File: config.mk
export PLATFORM = sky130hd
export DESIGN_NAME = pool_window_ctrl
export DESIGN_NICKNAME = d
export VERILOG_FILES = /design/src/rtl/bnn_pool_pkg.sv /design/src/rtl/pool_pos_counter.sv /design/src/rtl/pool_window_ctrl.sv
export SDC_FILE = /design/constraint.sdc
export NUM_CORES = 1
export LEC_CHECK = 0
export ABC_AREA = 0
export CAP_MARGIN = 40
export CORE_ASPECT_RATIO = 1.25
export CORE_MARGIN = 3
export CORE_UTILIZATION = 50
export CTS_CLUSTER_DIAMETER = 80
export DETAILED_ROUTE_END_ITERATION = 6
export MAX_ROUTING_LAYER = met4
export PLACE_DENSITY = 0.74
export SETUP_SLACK_MARGIN = 0.15
export SYNTH_ARGS = -nofsm -noshare
export SYNTH_HDL_FRONTEND = slang
export SYNTH_SLANG_ARGS = --single-unit
File: constraint.sdc
create_clock -name clk -period 1.9 [get_ports clk]
set_input_delay 0.38 -clock clk [delete_from_list [all_inputs] [get_ports clk]]
set_output_delay 0.38 -clock clk [all_outputs]
set_load 0.02 [all_outputs]
File: src/rtl/bnn_pool_pkg.sv
// Shared types and sizing helpers for the BNN pooling window sequencer.
package bnn_pool_pkg;

  // Sequencer states: idle between frames, streaming pixels, holding a window.
  typedef enum logic [1:0] {
    ST_IDLE = 2'd0,
    ST_RUN  = 2'd1,
    ST_HOLD = 2'd2
  } state_e;

  // Counter width for an index range 0..n-1 (never narrower than one bit).
  function automatic int cnt_width(input int n);
    return (n > 1) ? $clog2(n) : 1;
  endfunction

  // Number of pooling windows along one image side.
  function automatic int win_per_side(input int img, input int k, input int s);
    return (img - k) / s + 1;
  endfunction

  localparam int DEF_IMG_DIM      = 28;
  localparam int DEF_KERNEL_DIM   = 2;
  localparam int DEF_STRIDE       = 2;
  localparam int DEF_CNT_W        = cnt_width(DEF_IMG_DIM);
  localparam int DEF_WIN_PER_SIDE = win_per_side(DEF_IMG_DIM, DEF_KERNEL_DIM, DEF_STRIDE);

endpackage

File: src/rtl/pool_pos_counter.sv
// Raster position tracker for the pooling line buffer.
// Keeps row/column counters plus stride-phase counters so window alignment
// is decided without any division; also tracks the output-grid window index.
module pool_pos_counter
  import bnn_pool_pkg::*;
#(
  parameter int IMG_DIM    = DEF_IMG_DIM,
  parameter int KERNEL_DIM = DEF_KERNEL_DIM,
  parameter int STRIDE     = DEF_STRIDE,
  localparam int CW        = cnt_width(IMG_DIM)
) (
  input  logic          clk,
  input  logic          rst,
  input  logic          i_advance,
  output logic          o_win_complete,
  output logic          o_last_pixel,
  output logic [CW-1:0] o_win_row,
  output logic [CW-1:0] o_win_col
);

  localparam int PW = cnt_width(STRIDE);
  localparam logic [CW-1:0] LAST_IDX = CW'(IMG_DIM - 1);
  localparam logic [CW-1:0] K_M1     = CW'(KERNEL_DIM - 1);
  localparam logic [PW-1:0] PH_MAX   = PW'(STRIDE - 1);

  logic [CW-1:0] r_col, r_row, r_win_col, r_win_row;
  logic [PW-1:0] r_col_ph, r_row_ph;
  logic [CW-1:0] w_col_nxt, w_row_nxt, w_win_col_nxt, w_win_row_nxt;
  logic [PW-1:0] w_col_ph_nxt, w_row_ph_nxt;
  logic          w_col_wrap;

  assign w_col_wrap = (r_col == LAST_IDX);

  // Next column position, phase and window index; phase restarts where the first window ends.
  always_comb begin
    w_col_nxt     = r_col;
    w_col_ph_nxt  = r_col_ph;
    w_win_col_nxt = r_win_col;
    if (i_advance) begin
      if (w_col_wrap) begin
        w_col_nxt     = '0;
        w_col_ph_nxt  = '0;
        w_win_col_nxt = '0;
      end else begin
        w_col_nxt = r_col + CW'(1);
        if (r_col < K_M1) begin
          w_col_ph_nxt  = '0;
          w_win_col_nxt = '0;
        end else if (r_col_ph == PH_MAX) begin
          w_col_ph_nxt  = '0;
          w_win_col_nxt = r_win_col + CW'(1);
        end else begin
          w_col_ph_nxt  = r_col_ph + PW'(1);
          w_win_col_nxt = r_win_col;
        end
      end
    end else begin
      w_col_nxt = r_col;
    end
  end

  // Next row position, phase and window index; rows only move on a column wrap.
  always_comb begin
    w_row_nxt     = r_row;
    w_row_ph_nxt  = r_row_ph;
    w_win_row_nxt = r_win_row;
    if (i_advance && w_col_wrap) begin
      if (r_row == LAST_IDX) begin
        w_row_nxt     = '0;
        w_row_ph_nxt  = '0;
        w_win_row_nxt = '0;
      end else begin
        w_row_nxt = r_row + CW'(1);
        if (r_row < K_M1) begin
          w_row_ph_nxt  = '0;
          w_win_row_nxt = '0;
        end else if (r_row_ph == PH_MAX) begin
          w_row_ph_nxt  = '0;
          w_win_row_nxt = r_win_row + CW'(1);
        end else begin
          w_row_ph_nxt  = r_row_ph + PW'(1);
          w_win_row_nxt = r_win_row;
        end
      end
    end else begin
      w_row_nxt = r_row;
    end
  end

  // Position state registers; reset restarts the raster at pixel (0,0).
  always_ff @(posedge clk) begin
    if (rst) begin
      r_col     <= '0;
      r_row     <= '0;
      r_col_ph  <= '0;
      r_row_ph  <= '0;
      r_win_col <= '0;
      r_win_row <= '0;
    end else begin
      r_col     <= w_col_nxt;
      r_row     <= w_row_nxt;
      r_col_ph  <= w_col_ph_nxt;
      r_row_ph  <= w_row_ph_nxt;
      r_win_col <= w_win_col_nxt;
      r_win_row <= w_win_row_nxt;
    end
  end

  // The current pixel closes a window when both axes sit on a stride boundary past the kernel edge.
  assign o_win_complete = (r_row >= K_M1) && (r_col >= K_M1) &&
                          (r_row_ph == '0) && (r_col_ph == '0);
  assign o_last_pixel   = (r_row == LAST_IDX) && w_col_wrap;
  assign o_win_row      = r_win_row;
  assign o_win_col      = r_win_col;

endmodule

File: src/rtl/pool_window_ctrl.sv
// Pooling window sequencer: accepts a raster pixel stream, drives the line
// buffer write enable and presents each completed, stride-aligned window
// to the downstream pooling stage, stalling the stream until it is taken.
// Optional build macro POOL_WINDOW_CTRL_STATS_EN adds o_stall_cycles, a
// saturating count of cycles spent holding a window that is not yet taken.
module pool_window_ctrl
  import bnn_pool_pkg::*;
#(
  parameter int IMG_DIM    = DEF_IMG_DIM,
  parameter int KERNEL_DIM = DEF_KERNEL_DIM,
  parameter int STRIDE     = DEF_STRIDE,
  localparam int CW        = cnt_width(IMG_DIM)
) (
  input  logic          clk,
  input  logic          rst,
  input  logic          i_start,
  input  logic          i_valid,
  output logic          o_ready,
  output logic          o_write_enable,
  output logic          o_window_valid,
  input  logic          i_window_ready,
  output logic [CW-1:0] o_win_row,
  output logic [CW-1:0] o_win_col,
  output logic          o_busy,
`ifdef POOL_WINDOW_CTRL_STATS_EN
  output logic [31:0]   o_stall_cycles,
`endif
  output logic          o_frame_done
);

  if ((KERNEL_DIM > IMG_DIM) || (STRIDE == 0) || (KERNEL_DIM < 1)) begin : g_bad_cfg
    $error("pool_window_ctrl: need 1 <= KERNEL_DIM <= IMG_DIM and STRIDE > 0");
  end

  state_e        r_state, w_state_nxt;
  logic          w_accept, w_win_complete, w_last_pixel;
  logic          w_done_nxt, w_load_win;
  logic          r_hold_last, r_frame_done;
  logic [CW-1:0] w_pos_win_row, w_pos_win_col, r_win_row, r_win_col;

  pool_pos_counter #(
    .IMG_DIM   (IMG_DIM),
    .KERNEL_DIM(KERNEL_DIM),
    .STRIDE    (STRIDE)
  ) u_pos (
    .clk           (clk),
    .rst           (rst),
    .i_advance     (w_accept),
    .o_win_complete(w_win_complete),
    .o_last_pixel  (w_last_pixel),
    .o_win_row     (w_pos_win_row),
    .o_win_col     (w_pos_win_col)
  );

  assign o_ready        = (r_state == ST_RUN);
  assign w_accept       = i_valid && o_ready;
  assign o_write_enable = w_accept;
  assign o_window_valid = (r_state == ST_HOLD);
  assign o_busy         = (r_state != ST_IDLE);
  assign o_win_row      = r_win_row;
  assign o_win_col      = r_win_col;
  assign o_frame_done   = r_frame_done;

  // Next-state, frame-done and window-capture decisions for the handshake FSM.
  always_comb begin
    w_state_nxt = r_state;
    w_done_nxt  = 1'b0;
    w_load_win  = 1'b0;
    case (r_state)
      ST_IDLE: begin
        if (i_start) begin
          w_state_nxt = ST_RUN;
        end else begin
          w_state_nxt = ST_IDLE;
        end
      end
      ST_RUN: begin
        if (w_accept && w_win_complete) begin
          w_state_nxt = ST_HOLD;
          w_load_win  = 1'b1;
        end else if (w_accept && w_last_pixel) begin
          w_state_nxt = ST_IDLE;
          w_done_nxt  = 1'b1;
        end else begin
          w_state_nxt = ST_RUN;
        end
      end
      ST_HOLD: begin
        if (i_window_ready && r_hold_last) begin
          w_state_nxt = ST_IDLE;
          w_done_nxt  = 1'b1;
        end else if (i_window_ready) begin
          w_state_nxt = ST_RUN;
        end else begin
          w_state_nxt = ST_HOLD;
        end
      end
      default: begin
        w_state_nxt = ST_IDLE;
      end
    endcase
  end

  // State, done pulse and held-window registers; window index is captured with the completing write.
  always_ff @(posedge clk) begin
    if (rst) begin
      r_state      <= ST_IDLE;
      r_frame_done <= 1'b0;
      r_hold_last  <= 1'b0;
      r_win_row    <= '0;
      r_win_col    <= '0;
    end else begin
      r_state      <= w_state_nxt;
      r_frame_done <= w_done_nxt;
      if (w_load_win) begin
        r_hold_last <= w_last_pixel;
        r_win_row   <= w_pos_win_row;
        r_win_col   <= w_pos_win_col;
      end
    end
  end

`ifdef POOL_WINDOW_CTRL_STATS_EN
  logic [31:0] r_stall_cycles;

  // Saturating count of held cycles the consumer left waiting; restarts with each frame.
  always_ff @(posedge clk) begin
    if (rst) begin
      r_stall_cycles <= 32'd0;
    end else if ((r_state == ST_IDLE) && i_start) begin
      r_stall_cycles <= 32'd0;
    end else if ((r_state == ST_HOLD) && !i_window_ready &&
                 (r_stall_cycles != 32'hFFFF_FFFF)) begin
      r_stall_cycles <= r_stall_cycles + 32'd1;
    end
  end

  assign o_stall_cycles = r_stall_cycles;
`endif

endmodule
Word level (Yosys, flattened, before mapping)
Index checks and enable logic that the tools add are counted.

word-level totals
  register bits = 36
  input port bits = 5
  output and inout bits = 15

operators by class
  equality and inequality tests = 4
  order comparisons = 4
  bitwise logic cells = 2
  add/sub/neg operators = 6
  muxes and demuxes = 26
  reduce and logical (&&, ||, !) cells = 15

operators with widths
  kind                   count
  $mux W5                8
  $add A5 B1 Y5 const B  4
  $mux W1                13
  $eq A5 B5 Y1 const B   2
  $ge A5 B1 Y1 const B   2
  $lt A5 B1 Y1 const B   2
  $logic_and A1 B1 Y1    9
  $mux W2                3
  $pmux W2 S3            1
  $reduce_bool A3 Y1     2
  $reduce_and A2 Y1      2
  $add A1 B1 Y1 const B  2
  $eq A2 B1 Y1 const B   1
  $eq A2 B2 Y1 const B   1
  $logic_not A2 Y1       1
  $not A1 Y1             2
  $pmux W1 S2            1
  $reduce_bool A2 Y1     1

Depth between registers and ports, before layout
Gate-level depths: netlist of the first run.

  word-level depth = 7
  mapped depth = 7

Cells and area by module
A second synthesis of the first run with hierarchy kept.

unflattened totals
  cells, all modules = 214
  area, all modules = 1,790.5 sq um

by module, submodules not included
  module            seq. area each (sq um)  area each (sq um)  cells an instance  times used
  pool_pos_counter  440.4                   1,189.9            143                1
  pool_window_ctrl  280.3                   600.6              71                 1

Worst setup path before layout of the first run
Ideal clock, no wire load.

  path kind = register -> register
  start point = register r_state[1]
  end point = register u_pos.r_row[4]
  library setup time = 0.070 ns
  path buffers = 1
  path slack = -0.036 ns
  arrival time = 1.865 ns
  cell stages (with the launch flop) = 8
  period minus slack after synthesis = 1.936 ns
  data required time = 1.830 ns
  cell sequence = dfxtp_1 > inv_1 > ha_1 > nand4_4 > or2_1 > clkbuf_2 > or4b_1 > a21oi_1

on the way
  word-level cells in the longest chain between the ends = 3

ends and longest elaborated chain
  element                 line                     RTL
  from (decl)             pool_window_ctrl.sv:35   state_e r_state, w_state_nxt;
  from (signal assigned)  pool_window_ctrl.sv:113  r_state <= w_state_nxt;
  $eq A2 B1 Y1            pool_window_ctrl.sv:55   assign o_ready = (r_state == ST_RUN);
  via o_ready             pool_window_ctrl.sv:18   output logic o_ready,
  $logic_and A1 B1 Y1     pool_window_ctrl.sv:56   assign w_accept = i_valid && o_ready;
  $logic_and A1 B1 Y1     pool_pos_counter.sv:67   if (i_advance && w_col_wrap) begin
  to (signal assigned)    pool_pos_counter.sv:101  r_row <= w_row_nxt;
  to (decl)               pool_pos_counter.sv:26   logic [CW-1:0] r_col, r_row, r_win_col, r_win_row;

The timed path passes the listed nets, and every way through them passes these cells.
A chain may end at the register's enable or synchronous reset.

Worst setup path in the final report of the first run
  start point = input i_valid
  end point = register u_pos.r_row[4]

on the way
  word-level cells in the longest chain between the ends = 2

ends and longest elaborated chain
  element              line                    RTL
  from (decl)          pool_window_ctrl.sv:17  input logic i_valid,
  $logic_and A1 B1 Y1  pool_window_ctrl.sv:56
  $logic_and A1 B1 Y1  pool_pos_counter.sv:67

Every way passes these cells.

==> summary.md, run 1 <==
| Metric | Value |
|---|---|
| Fin crit period | 1.702 ns |
| Dpl cells | 284 |
| Power Total | 1.455 mW |
| Nets | 270 |
| Yosys warning total | 0 |
| Antenna Violating Nets Remaining | 0 |
| Sw frac | 24.61% |
| Critical path endpoint category | register |
| Power share of the combinational group | 8.7% |
| Slew headroom | 69.51% |
| DIE HEIGHT | 73.67 µm |
| Post-Synthesis Cells | 226 |
| Startpoint Class | primary input |
| Pwr dens | 627.0 nW/µm² |
| Final worst slack | 0.1975 ns |
| Root Buffer | clkbuf_8 |
| Max Cap Viol | 0 |
| Max Clock Freq | 587.4 MHz |
| Initial Util | 54.40% |
| H-tree levels | 2 |
| Hold EP | o_win_col[2] |
| Largest family of logic cells by synthesized area | simple AND/OR/NAND/NOR gates |
| Adder-Cell Fraction of Synth Area | 6.831% |
| Ys flop type | dfxtp_1 |
| Pin count of the biggest net entering global routing | 39 |
| 1st-pass router iterations | 4 |
| Dpl ws | -0.1660 ns |
| WHS Path Cells | 2 |
| Worst-Margin Slew | 0.4567 ns |
| Final period utilization | 89.60% |
| Grt ovf | 0 |
| Yosys reg bits | 36 |
| Area Overhead vs Synth | 26.71% |
| Post-Syn Nets | 241 |
| Sw power | 358.1 µW |
| Synthesized cell area | 1832 µm² |
| P_int | 1.097 mW |
| Rows | 23 |
| Antenna violations before repair | 0 |
| Number of global-route vias before repair | 1,546 |
| Asr flop ratio synth | 0% |
| First-pass GRT wire length | 7162 µm |
| Non-Filler Instances | 293 |
| Outcome | complete, no violations |
| # diodes | 0 |
| Arr. time, crit path | 1.92 ns |
| Post-synthesis simple-gate area fraction | 28.42% |
| Drt drc | 0 |
| FF-to-FF Start | r_state[1] |
| I/O Buffers | 19 |
| Netlist cell types | 44 |
| CP Max Fanout | 2 |
| Reg2Reg Capture Point | o_win_row[1] |
| HP Class | reg2reg |
| # fillers | 290 |
| Die X | 60.14 µm |
| Post-detail-place hpwl | 2829 µm |
| Syn_area_per_cell | 8.105 µm² |
| Final Hold Viols | 0 |
| Min Hold Slack | 0.4755 ns |
| Wire length per cell | 14.44 µm |
| Synth Area in Compound Gates | 18.65% |
| Total CTS buffers | 5 |
| DR vias/cell | 5.877 |
| TritonCTS Sinks | 36 |
| GR Util All Layers | 21.92% |
| Cell Area, Placed | 2182 µm² |
| XOR/XNOR share of the synthesized area | 1.434% |
| VDD IR max | 0.0006332 V |
| Layout cells sized above 1 | 17.58% |
| Reg2reg setup slack | 0.25 ns |
| Design area | 2321 µm² |
| Longest Clk Path Bufs | 2 |
| Clk_lat worst skew | 0.29 ns |
| Routed WL | 4230 µm |
| Post-synthesis sequential area ratio | 39.34% |
| Final Skew | 0.007384 ns |
| Count of final setup violators | 0 |
| TritonCTS clock tree | yes |
| Reg2Reg Depth | 7 |
| Hold Crit Start | o_win_col[2] |
| Worst-path clk slew | 0.07 ns |
| Die ar. | 4430 µm² |
| Crit path required time | 2.12 ns |
| IO Pins | 20 |
| Clock network power share | 38.3% |
| Critical setup path kind | in2reg |
| Number of synthesized flops with an enable pin | 0 |
| Multiplexer share of the synthesized area | 0.5464% |
| RSZ-0062 raised after global routing | yes |
| Via Count | 1,722 |
| Slew Viols, Final | 0 |
| Leakage | 0.8043 nW |
| GPL Wtd Cong | 0.8180 |
| Sequential share of power | 52.9% |
| Core area | 3367 µm² |
| Initial DRC count | 62 |
[final cells by class]
| cell class | instances | area, µm² | area share [%] |
|---|---|---|---|
| flip-flops and latches | 36 | 726.9 | 31.32 |
| clock buffers | 6 | 82.58 | 3.558 |
| inverters | 9 | 33.78 | 1.456 |
| well taps | 37 | 46.29 | 1.995 |
| multi-input cells | 168 | 1102 | 47.49 |
| clock inverters | 2 | 10.01 | 0.4313 |
| repair buffers | 35 | 319.1 | 13.75 |
[worst max path at each step]
stage          startpoint  slack [ns]             end
4_1_cts        r_state[0]        0.14  o_write_enable
6_report          i_valid        0.20  u_pos.r_row[4]
5_1_grt           i_valid        0.13  u_pos.r_row[1]
2_1_floorplan  r_state[1]        0.17  u_pos.r_row[4]
3_5_place_dp      i_valid       -0.17     r_hold_last
3_3_place_gp      i_valid       -0.11  o_write_enable
[power by group through the flow]
stage / combinational, mW / clock, mW / sequential [mW]
2_1_floorplan: 0.0819 / 0 / 0.784
3_3_place_gp: 0.127 / 0 / 0.787
3_5_place_dp: 0.128 / 0 / 0.787
4_1_cts: 0.126 / 0.568 / 0.770
5_1_grt: 0.141 / 0.595 / 0.771
6_report: 0.127 / 0.558 / 0.771
[metrics by stage]
step	setup TNS [ns]	util [%]
2_1_floorplan	0	-
3_3_place_gp	-1.035	64.81
3_5_place_dp	-1.505	64.81
4_1_cts	0	67.78
5_1_grt	0	68.93
6_report	0	68.93
[synthesized netlist by cell type, types with 2 or more instances]
cell type / count / area [µm²]
a21oi_1: 19 / 95.09
inv_1: 9 / 33.78
nand4_1: 5 / 31.28
nand3b_1: 3 / 22.52
clkbuf_1: 12 / 45.04
nand2_1: 22 / 82.58
o32ai_1: 2 / 17.52
nor4_1: 2 / 12.51
nor3b_1: 2 / 15.01
nand4b_1: 2 / 17.52
a2111oi_0: 2 / 17.52
dfxtp_1: 36 / 720.7
nor2_1: 16 / 60.06
ha_1: 10 / 125.1
a31oi_1: 7 / 43.79
xnor2_1: 3 / 26.28
o21ai_0: 15 / 75.07
nand2b_1: 3 / 18.77
a311oi_1: 2 / 17.52
nor3_1: 9 / 45.04
nand3_1: 22 / 110.1
[cells by family (layout without fill, tap and decap cells)]
| family | Yosys count | after routing |
|---|---|---|
| xor+xnor | 3 | 3 |
| fa+ha+maj | 10 | 10 |
| flops | 36 | 36 |
| simple gates | 97 | 97 |
| buf+inv | 23 | 52 |
| compound gates | 56 | 57 |
| mux | 1 | 1 |
[placed cells by master (no fill, tap or decap), types with 2 or more instances in the layout]
cell type and instances:
dfxtp_1 31, nand2_1 22, nand3_1 22, a21oi_1 18, clkdlybuf4s50_1 15, nor2_1 14, buf_4 14, o21ai_0 11
nor3_1 9, inv_1 8, ha_1 8, a31oi_1 7, clkbuf_8 6, nand4_1 5, dfxtp_2 5, o21ai_1 4
nand3b_1 3, nand2b_1 3, xnor2_1 3, a311oi_1 2, nor4_1 2, a2111o_1 2, nand4b_1 2, o32ai_1 2
nor3b_1 2, ha_4 2, clkinv_2 2, dlygate4sd2_1 2
[state kept, by name (all words and copies together), names as in the netlist]
register,count
o_win_col,5
o_win_row,5
u_pos.o_win_col,5
u_pos.o_win_row,5
u_pos.r_col,5
u_pos.r_row,5
r_state,2
o_frame_done,1
r_hold_last,1
u_pos.r_col_ph,1
u_pos.r_row_ph,1
[critical path, cell delays in order]
cell and delay (ns):
clkdlybuf4s50_1 0.47, buf_4 0.12, nand4_4 0.09, or2_4 0.25, or4b_1 0.48, a21oi_2 0.12
[metal layers]
layer	routed length, µm	track usage (%)	share of wire [%]	vias to the layer above
met5	0	-	0	-
met4	81	9.852	1.9	0
met3	168	4.218	4.0	7
met2	1989	34.62	47	45
met1	1990	26.67	47	792
li1	-	-	-	878
[repair_timing]
action	CTS	global route
setup buffers	0	0
resized for setup	5	18
setup endpoints to repair	5	19
pin swaps	1	3
hold buffers	0	0
cloned	1	0
Note: power is estimated with default switching activity, not from simulation.
==> run 2: changes to the inputs <==
--- a/config.mk
+++ b/config.mk
@@ -7,7 +7,7 @@
 export LEC_CHECK = 0
 export ABC_AREA = 0
 export CAP_MARGIN = 40
-export CORE_ASPECT_RATIO = 1.25
+export CORE_ASPECT_RATIO = 0.6
 export CORE_MARGIN = 3
 export CORE_UTILIZATION = 50
 export CTS_CLUSTER_DIAMETER = 80
@@ -15,6 +15,7 @@
 export MAX_ROUTING_LAYER = met4
 export PLACE_DENSITY = 0.74
 export SETUP_SLACK_MARGIN = 0.15
+export SKIP_CTS_REPAIR_TIMING = 1
 export SYNTH_ARGS = -nofsm -noshare
 export SYNTH_HDL_FRONTEND = slang
 export SYNTH_SLANG_ARGS = --single-unit
==> run 2 against run 1 <==
Net effect:
- combinational power rose by 3%
- cell count increased by 3.8%
- die area increased by 0.44%
- critical path depth unchanged
- clock skew down 0.0041 ns
- worst setup slack gained 0.011 ns
- sequential share of layout area shrank 0.35 points
- total power fell by 2.9%
- sequential power about the same
- first-iteration DRC count increased by 120%
- non-clock buffer count rose by 4
- via count up 2.8%
- critical endpoint unchanged
- largest cell class unchanged
- largest power group unchanged
==> summary.md, run 2 (synthesis gave the netlist of run 1 again) <==
| Metric | Value |
|---|---|
| CP Max Fanout | 2 |
| I/O Buffers | 19 |
| Sw frac | 24.97% |
| CP Buf/Inv Count | 2 |
| Outcome | complete, no violations |
| Clock network power share | 36.2% |
| Power Total | 1.413 mW |
| Nets | 274 |
| Routed WL | 4430 µm |
| Initial Util | 54.14% |
| DR vias/cell | 5.822 |
| Post-detail-place hpwl | 2932 µm |
| Slowest cell on crit path | or4b_1 |
| Worst-Margin Slew | 0.4764 ns |
| Pwr dens | 601.8 nW/µm² |
| HP Class | reg2reg |
| Initial DRC count | 139 |
| 1st-pass router iterations | 4 |
| H-tree levels | 2 |
| Sequential share of power | 54.6% |
| Count of final setup violators | 0 |
| Core area | 3383 µm² |
| Antenna violations before repair | 0 |
| Number of global-route vias before repair | 1,575 |
| Crit-path cells | clkdlybuf4s50_1 > buf_4 > nand4_4 > or2_1 > or4b_1 > a21oi_1 |
| DIE HEIGHT | 52.89 µm |
| Die ar. | 4450 µm² |
| Grt ovf | 0 |
| Worst-path clk slew | 0.07 ns |
| Final worst slack | 0.2090 ns |
| Wire length per cell | 14.57 µm |
| Critical setup path kind | in2reg |
| Critical path endpoint category | register |
| Final period utilization | 89.00% |
| # diodes | 0 |
| Design area | 2347 µm² |
| RSZ-0062 raised after global routing | yes |
| Via Count | 1,770 |
| Most frequent cells in the layout | dfxtp_1, nand2_1, nand3_1 |
| Max Cap Viol | 0 |
| Area Overhead vs Synth | 28.14% |
| Longest Clk Path Bufs | 2 |
| TritonCTS clock tree | yes |
| Antenna Violating Nets Remaining | 0 |
| GR Util All Layers | 20.94% |
| TritonCTS Sinks | 36 |
| Root Buffer | clkbuf_8 |
| Register area | 726.9 µm² |
| Dpl ws | -0.1148 ns |
| Drt drc | 0 |
| Fin crit period | 1.691 ns |
| # fillers | 288 |
| Die X | 84.14 µm |
| Slew headroom | 68.20% |
| GPL Wtd Cong | 0.8328 |
| Total CTS buffers | 5 |
| Layout cells sized above 1 | 16.99% |
| Commonest non-fill, non-tap cell in the layout | dfxtp_1 |
| Critical path depth | 6 |
| Slew Viols, Final | 0 |
| Finished Core Util | 69.38% |
| Final Hold Viols | 0 |
| IO Pins | 20 |
| Arr. time, crit path | 1.91 ns |
| CP delay by family, top | simple AND/OR/NAND/NOR gates |
| Startpoint Class | primary input |
| WHS Path Cells | 2 |
| VDD IR max | 0.0004588 V |
| Crit path required time | 2.12 ns |
| P_int | 1.060 mW |
| Dpl cells | 294 |
| Rows | 16 |
| Cell Area, Placed | 2207 µm² |
| Reg2Reg Depth | 7 |
| Clk_lat worst skew | 0.28 ns |
| Multi-input gate area | 1092 µm² |
| Max Clock Freq | 591.4 MHz |
| Power share of the combinational group | 9.3% |
| First-pass GRT wire length | 7182 µm |
| Sw power | 352.8 µW |
| CP peak stage delay | 0.48 ns |
| Non-Filler Instances | 304 |
| Leakage | 0.8623 nW |
| Pin count of the biggest net entering global routing | 39 |
| Final Skew | 0.003326 ns |
## run 2: power groups by stage
stage                     registers [mW]  logic [mW]  clock network, mW
after global placement             0.787       0.128                  0
after global routing               0.771       0.143              0.552
after floorplan                    0.784      0.0819                  0
after CTS                          0.770       0.129              0.524
final                              0.771       0.131              0.511
after detailed placement           0.787       0.128                  0
## run 2: final timing paths
path	from	endpoint	slack (ns)
worst max-delay path	i_valid	u_pos.r_row[4]	0.21
worst min-delay path	o_win_col[2]	o_win_col[2]	0.48
worst max register to register	r_state[1]	o_win_col[0]	0.24
worst min register to register	o_win_col[2]	o_win_col[2]	0.48
## run 2: layout make-up
cell class | instances | share of cell area [%]
clock buffers | 6 | 3.092
clock inverters | 1 | 0.2132
inverters | 9 | 1.439
multi-input cells | 168 | 46.54
repair buffers | 39 | 15.35
well taps | 45 | 2.399
flip-flops and latches | 36 | 30.97
## run 2: through the flow
step           hold slack [ns]  TNS (ns)
2_1_floorplan           0.4499         0
3_3_place_gp            0.4620    -1.158
3_5_place_dp            0.4705    -1.335
4_1_cts                 0.4828   -0.3537
5_1_grt                 0.5072         0
6_report                0.4819         0
## run 2: layer usage
layer,GRT usage [%],vias up,routed length (µm)
met5,-,-,0
met4,3.476,0,12
met3,6.065,2,216
met2,29.19,40,1888
met1,30.24,842,2312
li1,-,886,-
## run 2: worst reg2reg max path, stage by stage (launching register included)
cell	delay (ns)
dfxtp_2	0.34
inv_2	0.08
ha_4	0.16
nand2_1	0.08
buf_4	0.20
a2111o_1	0.41
o21ai_0	0.19
a21oi_1	0.09
==> run 3: changes to the inputs <==
--- a/config.mk
+++ b/config.mk
@@ -6,7 +6,8 @@
 export NUM_CORES = 1
 export LEC_CHECK = 0
 export ABC_AREA = 0
-export CAP_MARGIN = 40
+export ABC_CLOCK_PERIOD_IN_PS = 1900
+export CAP_MARGIN = 0
 export CORE_ASPECT_RATIO = 0.6
 export CORE_MARGIN = 3
 export CORE_UTILIZATION = 50
==> results of run 3 <==
Final layout, timing and power as in run 2 (identical DEF).
